`src/rtl/cic_i.sv`:
```
// cic_i: CIC interpolator with ORDER low-rate combs, zero-stuffing by INTERPOLATION_RATIO and ORDER full-rate integrators
module cic_i #(
  parameter int DATA_IN_WIDTH       = 8,
  parameter int DATA_OUT_WIDTH      = 8,
  parameter int INTERPOLATION_RATIO = 4,
  parameter int ORDER               = 4,
  parameter int DIFFERENCIAL_DELAY  = 1
) (
  input  logic                             clk,
  input  logic                             reset,
  input  logic signed [DATA_IN_WIDTH-1:0]  data_in,
  input  logic                             in_valid,
  output logic                             in_ready,
  output logic signed [DATA_OUT_WIDTH-1:0] data_out,
  output logic                             out_dv,
  output logic                             underrun
);
  localparam int R  = INTERPOLATION_RATIO;
  localparam int N  = ORDER;
  localparam int M  = DIFFERENCIAL_DELAY;
  localparam int B  = DATA_IN_WIDTH + $clog2((R * M) ** N / R);
  localparam int PW = $clog2(R);
  localparam int CW = $clog2(N + 1);
  logic [PW-1:0]       phase_q, phase_d;
  logic                accept;
  logic signed [B-1:0] stage_in [N];
  logic signed [B-1:0] comb_out;
  logic signed [B-1:0] dly_q [N][M];
  logic signed [B-1:0] u_q;
  logic signed [B-1:0] acc_q [N];
  logic [CW-1:0]       cnt_q;
  logic                out_dv_q, underrun_q;
  assign accept   = phase_q == '0;
  assign phase_d  = (phase_q == PW'(R - 1)) ? '0 : phase_q + 1'b1;
  assign in_ready = accept & ~reset;
  assign out_dv   = out_dv_q;
  assign underrun = underrun_q;
  assign data_out = acc_q[N-1][B-1 -: DATA_OUT_WIDTH];
  always_comb begin
    comb_out = in_valid ? B'(data_in) : '0;
    for (int k = 0; k < N; k++) begin
      stage_in[k] = comb_out;
      comb_out    = comb_out - dly_q[k][M-1];
    end
  end
  always_ff @(posedge clk or posedge reset) begin
    if (reset) begin
      phase_q    <= '0;
      u_q        <= '0;
      cnt_q      <= '0;
      out_dv_q   <= 1'b0;
      underrun_q <= 1'b0;
      for (int k = 0; k < N; k++) begin
        acc_q[k] <= '0;
        for (int j = 0; j < M; j++) dly_q[k][j] <= '0;
      end
    end else begin
      phase_q    <= phase_d;
      underrun_q <= accept & ~in_valid;
      u_q        <= accept ? comb_out : '0;
      if (!out_dv_q) begin
        cnt_q    <= cnt_q + 1'b1;
        out_dv_q <= cnt_q == CW'(N);
      end
      acc_q[0] <= acc_q[0] + u_q;
      for (int k = 1; k < N; k++) acc_q[k] <= acc_q[k] + acc_q[k-1];
      if (accept)
        for (int k = 0; k < N; k++) begin
          dly_q[k][0] <= stage_in[k];
          for (int j = 1; j < M; j++) dly_q[k][j] <= dly_q[k][j-1];
        end
    end
  end
endmodule

```
`config.mk`:
```
export PLATFORM = sky130hd
export DESIGN_NAME = cic_i
export DESIGN_NICKNAME = d
export VERILOG_FILES = /design/src/rtl/cic_i.sv
export SDC_FILE = /design/constraint.sdc
export NUM_CORES = 1
export LEC_CHECK = 0
export BUFFER_PORTS_ARGS = -buffer_cell sky130_fd_sc_hd__buf_2
export CAP_MARGIN = 20
export CORE_ASPECT_RATIO = 1.2
export CORE_MARGIN = 2
export CORE_UTILIZATION = 50
export DETAILED_ROUTE_END_ITERATION = 8
export HOLD_SLACK_MARGIN = 0.05
export PLACE_DENSITY = 0.66
export SYNTH_ARGS = -nofsm -noshare
export SYNTH_HDL_FRONTEND = slang
export SYNTH_SLANG_ARGS = --single-unit
export TNS_END_PERCENT = 50
```
`constraint.sdc`:
```
create_clock -name clk -period 9.1 [get_ports clk]
set_input_delay 0.91 -clock clk [delete_from_list [all_inputs] [get_ports clk]]
set_output_delay 0.91 -clock clk [all_outputs]
set_load 0.01 [all_outputs]
```
=== Yosys cells after proc, flatten, opt, wreduce, memory -nomap -nowiden ===
Cells that the tools add are included.

* Add/sub/neg operators: 10
* Equality and inequality tests: 2
* Multiplexer cells: 4
* Bitwise logic cells: 4
* Reductions and logical operators: 1

{| class="wikitable"
|+ Operators with widths
! cell !! count
|-
| 14-bit adder || 4
|-
| 14-bit subtractor || 4
|-
| 14-bit two-way mux || 2
|-
| 3-bit by 1-bit adder with 3-bit output (second input constant) || 1
|-
| 3-bit == test (second input constant) || 1
|-
| 2-bit by 1-bit adder with 2-bit output (second input constant) || 1
|-
| 1-bit bitwise AND || 2
|-
| 2-bit == test (second input constant) || 1
|-
| 2-bit zero test || 1
|-
| 2-bit two-way mux || 1
|-
| 1-bit inverter || 2
|-
| 1-bit two-way mux || 1
|}

* Bits in registers: 133
* Input port bits: 11
* Output and inout bits: 11
* Logic and storage cells: 34

=== Logic depth before layout (Yosys ltp) ===
Gate-level depths: netlist of run 1.

* Word-level depth: 6
* Mapped depth: 29
* Mapped depth without buffers: 29

=== Worst setup path before layout of run 1 ===
OpenSTA, ideal clock, no wires.

* Kind: in2reg
* From: input port data_in[1]
* To: register u_q[13]
* Library setup time: 0.134 ns
* Arrival: 5.992 ns
* Data required time: 8.966 ns
* Path slack: 2.973 ns
* Cell stages on the path: 26
* Buffers on the path: 0
* Cells stage by stage: and2_1 -> ha_1 -> nor2b_1 -> o31ai_1 -> a21boi_0 -> ha_1 -> a21oi_1 -> nor2b_2 -> o31a_1 -> o21a_1 -> nor2_1 -> xnor2_1 -> ha_1 -> a21o_1 -> or3_1 -> o21ai_0 -> xnor2_1 -> ha_1 -> a21o_1 -> a21o_1 -> a21o_1 -> a31oi_1 -> nor3_1 -> nor3_1 -> nand3_1 -> nor3b_2

{| class="wikitable"
|+ RTL lines
! item !! RTL line !! text
|-
| start: declaration || 11 || <nowiki>input logic signed [DATA_IN_WIDTH-1:0] data_in,</nowiki>
|-
| end signal: assignment || 60 || <nowiki>u_q <= accept ? comb_out : '0;</nowiki>
|-
| end: declaration || 29 || <nowiki>logic signed [B-1:0] u_q;</nowiki>
|}

==> flow_metrics.py, run 1 <==
metrics = {
    "status": {
        "status": "completed",
    },
    "critical_path": {
        "end_kind": "flip-flop",
        "crit_type": "primary input to flip-flop",
        "r2r_slack_ns": 3.19,
        "crit_path_top_delay_cell": "o31a_1",
        "setup.worst_path.end": "u_q[13]",
        "path_depth": 27,
        "r2r_cells": 26,
        "worstSetupStartpoint": "in_valid",
        "critPathTopFamily": "compound AO/OA/AOI/OAI gates",
        "max_stage_delay_ns": 0.34,
        "path_max_fanout": 9,
        "r2r_start": "dly_q[43]",
        "required_ns": 9.39,
        "cp_num_buf_inv": 1,
        "critical_path_arrival_ns": 6.62,
        "timing.rr.end": "u_q[13]",
        "startpoint_type": "primary input",
    },
    "clocking": {
        "cts_resized": 0,
        "cts_tree": "built",
        "cts.path.max_buffers": 2,
        "h-tree-depth": 4,
        "clockRootBuffer": "clkbuf_16",
        "cts_setup_buffers": 0,
        "cts_hold_buf": 0,
        "clk_pin_slew_ns": 0.05,
        "cts_buffers": 17,
        "clock_latency_ns": 0.42,
        "cts_sinks": 127,
    },
    "synth": {
        "synth-seq-cells": 127,
        "synth_top_area_share_pct": 38.0,
        "yosys_warnings": 0,
        "synth_area_per_cell_um2": 9.59,
        "yosysUniqueCellTypes": 63,
        "syn-num-nets": 996,
        "synthTopCellsByArea": "dfrtp_1 38%, ha_1 16%, xnor2_1 5.4%, o21ai_0 4.1%, inv_1 3.6%",
        "yosysTopAreaCell": "dfrtp_1",
        "seq_area_frac_synth_pct": 38.0,
        "ys_async_sr_fraction_pct": 100,
        "syn_area_mm2": 0.00837,
        "synth_cells": 873,
        "synth_flop_cell": "dfrtp_1",
        "synth_enable_flop_cells": 0,
    },
    "drt": {
        "drc": 0,
        "drt_wl_total_um": 14400,
        "drtPass1Iterations": 4,
        "ant_nets": 0,
        "vias": 5971,
        "routedWlPerCell_um": 12.8,
        "viasPerCell": 5.33,
        "drtIter0Drc": 209,
    },
    "die": {
        "num_rows": 51,
        "fp.dieW_um": 122,
        "fp.dieArea_mm2": 0.0178,
        "coreArea_mm2": 0.0163,
        "die_y_um": 146,
        "initial_utilization_pct": 51.2,
        "num_io_pins": 22,
    },
    "global_route": {
        "grt_max_degree": 85,
        "use_met1_pct": 19.0,
        "antenna_found_initial": 0,
        "use_met3_pct": 3.29,
        "grt_pass1_vias": 6177,
        "grtUsageMet2_pct": 32.8,
        "grt_pass1_wl_um": 25700,
        "grt_usage_pct": 17.6,
        "grt.busiest_layer": "met2",
        "gr-total-overflow": 0,
    },
    "hold_path": {
        "hold_depth": 1,
        "hold_class": "flip-flop to flip-flop",
    },
    "job": {
        "cap_violations": 0,
    },
    "placed_design": {
        "portBuffers": 21,
        "hpwl_um": 10400,
        "place.gp.congestion": 0.812,
    },
    "sta": {
        "grt_setup_unrepaired": "no",
        "drv_slew": 0,
        "finClkSkew_ns": 0.00693,
        "min_period_ns": 6.32,
        "final.setup.tns_ns": 0,
        "fin_crit_sh_pct": 69.5,
        "hold_violations": 0,
        "setup_viol": 0,
        "max_slew_margin_pct": 40.7,
        "tightestPinTransition_ns": 0.889,
        "fmax_mhz": 158,
    },
    "final_layout": {
        "syn2layout_area_growth_pct": 11.4,
        "nFillCells": 1458,
        "fin_nets": 1019,
        "num_antenna_cells": 0,
        "drive_gt1_share_pct": 8.69,
    },
}
==> area by class of cell <==
cell class	count	area (um2)	share of cell area, %
repair buffers	24	128	1.37
clock buffers	21	450	4.83
inverters	82	310	3.33
clock inverters	11	211	2.27
well taps	212	265	2.84
multi-input cells	644	4780	51.3
flip-flops and latches	127	3180	34.1
==> synthesized netlist by cell type (all sizes together), types with 6 or more instances <==
library cell / number
a21o: 30
a21oi: 59
a31oi: 7
and2: 12
buf: 9
clkbuf: 11
dfrtp: 127
fa: 8
ha: 104
inv: 81
mux2: 6
nand2: 55
nand2b: 17
nand3: 10
nor2: 57
nor2b: 15
nor3: 16
o21a: 16
o21ai: 70
o21bai: 9
or3: 7
xnor2: 52
xor2: 33
==> flip-flops by register name, summed over array words and instances (netlist names) <==
name,count
dly_q,50
data_out,8
phase_q,2
cnt_q,3
underrun,1
out_dv,1
acc_q,48
u_q,14
==> logic make-up after synthesis <==
logic type	count (synthesis)	synth area share [%]
compound gates	228	17.1
xor+xnor	85	8.89
fa+ha+maj	112	17.5
buf+inv	102	4.95
flops	127	38.0
mux	9	1.17
simple gates	210	12.5
==> how the worst min path moves through the flow <==
stage,startpoint,endpoint
after floorplan,phase_q[0],phase_q[0]
after global placement,phase_q[0],phase_q[0]
after detailed placement,phase_q[0],phase_q[0]
after CTS,phase_q[0],phase_q[0]
after global routing,u_q[0],acc_q[42]
final,phase_q[0],phase_q[0]
==> per-layer routing <==
metal,vias to the layer above,routed length (um)
met3,29,265
li1,3071,-
met1,2827,6240
met4,0,300
met5,-,0
met2,44,7550
==> cells in the final DEF (no fill, tap or decap), drive strengths merged, types with 24 or more instances in the layout <==
| cell | count |
|---|---|
| a21o | 30 |
| inv | 81 |
| xor2 | 33 |
| a21oi | 59 |
| dfrtp | 127 |
| nand2 | 55 |
| xnor2 | 52 |
| ha | 104 |
| buf | 24 |
| nor2 | 57 |
| o21ai | 70 |
==> metrics by stage <==
stage / std cells / util (%) / setup WS [ns] / cell area [um2] / hold slack (ns)
floorplan: 873 / - / 2.97 / 8370 / 0.422
global placement: 1089 / 53.0 / 2.48 / 8660 / 0.434
detailed placement: 1089 / 53.0 / 2.34 / 8660 / 0.441
CTS: 1121 / 57.1 / 2.79 / 9330 / 0.448
global route: 1121 / 57.1 / 2.28 / 9330 / 0.492
finish: 1121 / 57.1 / 2.78 / 9330 / 0.448
Power of run 1 is not shown: default switching activity piles up to over one toggle a cycle in this logic, so the estimate is an artifact.
==> inputs of run 2 (changes only) <==
--- a/config.mk
+++ b/config.mk
@@ -5,6 +5,7 @@
 export SDC_FILE = /design/constraint.sdc
 export NUM_CORES = 1
 export LEC_CHECK = 0
+export ABC_AREA = 1
 export BUFFER_PORTS_ARGS = -buffer_cell sky130_fd_sc_hd__buf_2
 export CAP_MARGIN = 20
 export CORE_ASPECT_RATIO = 1.2
==> constraint.sdc (replaced) <==
create_clock -name clk -period 5.95 [get_ports clk]
set_input_delay 0.595 -clock clk [delete_from_list [all_inputs] [get_ports clk]]
set_output_delay 0.595 -clock clk [all_outputs]
set_load 0.01 [all_outputs]
==> run 2 against run 1 <==
Sequential share of layout area shrank 0.42 points. Critical endpoint unchanged. Largest cell class unchanged. Highest routed layer unchanged. Via count grew 6.7%. Clock skew grew 0.00088 ns.
==> flow_metrics.py, run 2 <==
metrics = {
    "status": {
        "status": "completed",
    },
    "placed_design": {
        "place_inst": 1204,
        "hpwl_um": 11400,
        "portBuffers": 21,
        "place.gp.congestion": 0.855,
    },
    "synth": {
        "synth_xor_area_share_pct": 8.43,
        "yosys_warnings": 0,
        "synth.area.mux_share_pct": 0,
        "seq_area_frac_synth_pct": 37.4,
        "synth_top_area_share_pct": 37.4,
        "syn_area_mm2": 0.00851,
        "syn-num-nets": 1109,
        "synth_area_per_cell_um2": 8.63,
        "synth_commonest_cells": "179 x nand2_1, 140 x inv_1, 127 x dfrtp_1",
        "synth_compound_area_share_pct": 15.5,
        "synth-adder-area-share_pct": 17.2,
        "synth_enable_flop_cells": 0,
        "yosysUniqueCellTypes": 44,
        "synth_flop_cell": "dfrtp_1",
        "yosysTopAreaCell": "dfrtp_1",
        "synth-seq-cells": 127,
        "ys_async_sr_fraction_pct": 100,
        "yosys.area_share.simple_pct": 13.9,
        "yosysMostFrequentCell": "nand2_1",
        "synth_top_family_by_area": "adder cells",
        "synth_cells": 986,
        "synthTopCellsByArea": "dfrtp_1 37%, ha_1 15%, nand2_1 7.9%, inv_1 6.2%, xor2_1 5.9%",
    },
    "critical_path": {
        "critical_path_arrival_ns": 5.51,
        "startpoint_type": "primary input",
        "path_max_fanout": 9,
        "end_kind": "flip-flop",
        "crit_type": "primary input to flip-flop",
        "required_ns": 6.26,
    },
    "drt": {
        "drc": 0,
        "vias": 6372,
        "ant_nets": 0,
        "drtIter0Drc": 288,
        "drt_wl_total_um": 15400,
        "drtPass1Iterations": 6,
        "viasPerCell": 5.15,
        "routedWlPerCell_um": 12.4,
    },
    "sta": {
        "drv_slew": 0,
        "setup_viol": 0,
        "hold_violations": 0,
        "tightestPinTransition_ns": 0.904,
        "fmax_mhz": 193,
        "min_period_ns": 5.19,
        "max_slew_margin_pct": 39.7,
        "grt_setup_unrepaired": "no",
        "fin_crit_sh_pct": 87.3,
        "final.setup.tns_ns": 0,
        "finClkSkew_ns": 0.00781,
    },
    "clocking": {
        "clockRootBuffer": "clkbuf_16",
        "cts_buffers": 17,
        "cts_tree": "built",
        "cts_hold_buf": 0,
        "clk_pin_slew_ns": 0.06,
        "cts.path.max_buffers": 2,
        "cts_setup_buffers": 0,
        "cts_resized": 0,
        "cts_sinks": 127,
        "clock_latency_ns": 0.42,
        "h-tree-depth": 4,
    },
    "die": {
        "initial_utilization_pct": 50.7,
        "coreArea_mm2": 0.0168,
        "fp.dieArea_mm2": 0.0181,
        "num_rows": 52,
        "num_io_pins": 22,
        "die_y_um": 147,
        "fp.dieW_um": 123,
    },
    "final_layout": {
        "reg_top3": "dly_q x50, acc_q x48, u_q x14",
        "regMostFlops": "dly_q",
        "largest_register_ff_count": 50,
        "mostFrequentLayoutCell": "nand2_1",
        "mostFrequentLayoutCells": "179 x nand2_1, 139 x inv_1, 127 x dfrtp_1",
        "num_antenna_cells": 0,
        "fin_nets": 1131,
        "drive_gt1_share_pct": 9.30,
        "syn2layout_area_growth_pct": 11.0,
        "stdcell_count": 1237,
    },
    "job": {
        "cap_violations": 0,
    },
    "global_route": {
        "grt_usage_pct": 18.7,
        "grt_max_degree": 76,
        "grt_pass1_wl_um": 27100,
        "grt_pass1_vias": 6346,
        "antenna_found_initial": 0,
        "gr-total-overflow": 0,
    },
    "hold_path": {
        "hold_class": "primary input to async pin",
    },
}
-- run 2: cell count changes in the layout (fill, tap and decap cells not counted), moves of 22 or more --
cell,change
nor2_1,-22
a21o_1,-23
xor2_1,+24
nand2_1,+124
inv_1,+59
a21oi_1,+30
xnor2_1,-29
-- run 2: critical path: stages --
cell	delay, ns
buf_2	0.16
nand2_1	0.09
ha_1	0.14
inv_1	0.06
fa_1	0.39
a21o_1	0.18
a21oi_1	0.22
o21ai_1	0.14
a211o_1	0.33
a21oi_1	0.16
ha_1	0.31
a21oi_1	0.19
a21boi_2	0.25
o21bai_2	0.08
xor2_1	0.15
ha_1	0.41
nand2_1	0.10
nor2_1	0.13
nand4_1	0.11
o2111ai_1	0.11
xor2_1	0.21
ha_1	0.30
nand2_1	0.08
inv_1	0.05
a221oi_1	0.25
nand2_1	0.12
a21oi_1	0.13
nor2_1	0.06
-- run 2: stage by stage --
stage               util, %  hold slack (ns)  instance area (um2)  setup slack, ns
floorplan                 -            0.422                 8510            0.813
global placement       52.4            0.443                 8790            0.476
detailed placement     52.4            0.449                 8790            0.360
CTS                    56.1            0.248                 9420            0.805
global route           56.3            0.282                 9440            0.352
finish                 56.3            0.235                 9440            0.757
-- run 2: metal layers --
metal	global-route usage (%)	part of all wire (%)	routed length, um	vias up
met5	0	0	0	-
met4	6.93	2.2	333	0
met3	4.00	2.2	343	34
met2	35.0	55	8390	54
met1	20.2	41	6320	2985
li1	-	-	-	3299
-- run 2: layout make-up --
type / instances / area, um2
clock buffers: 22 / 464
clock inverters: 10 / 160
fillers: 1503 / 7340
inverters: 143 / 542
multi-input cells: 695 / 4680
flip-flops and latches: 127 / 3180
well taps: 216 / 270
repair buffers: 24 / 148
-- run 2: cells by family (layout without fill, tap and decap cells) --
| kind of cell | Yosys count | count (layout) |
|---|---|---|
| compound gates | 232 | 232 |
| buf+inv | 164 | 199 |
| simple gates | 270 | 270 |
| fa+ha+maj | 112 | 112 |
| xor+xnor | 81 | 81 |
| flops | 127 | 127 |
-- run 2: path summary, 6_finish.rpt --
check,cells past startpoint,slack [ns],end,from
max in group asynchronous,3,4.41,acc_q[41],reset
hold reg to reg,1,0.45,phase_q[0],phase_q[0]
min in group clk,3,0.44,dly_q[44],data_in[2]
hold / removal,2,0.24,phase_q[0],reset
setup / recovery,28,0.76,u_q[13],in_valid
setup reg to reg,26,0.84,u_q[13],dly_q[42]
Power of run 2 is left out for the same reason.
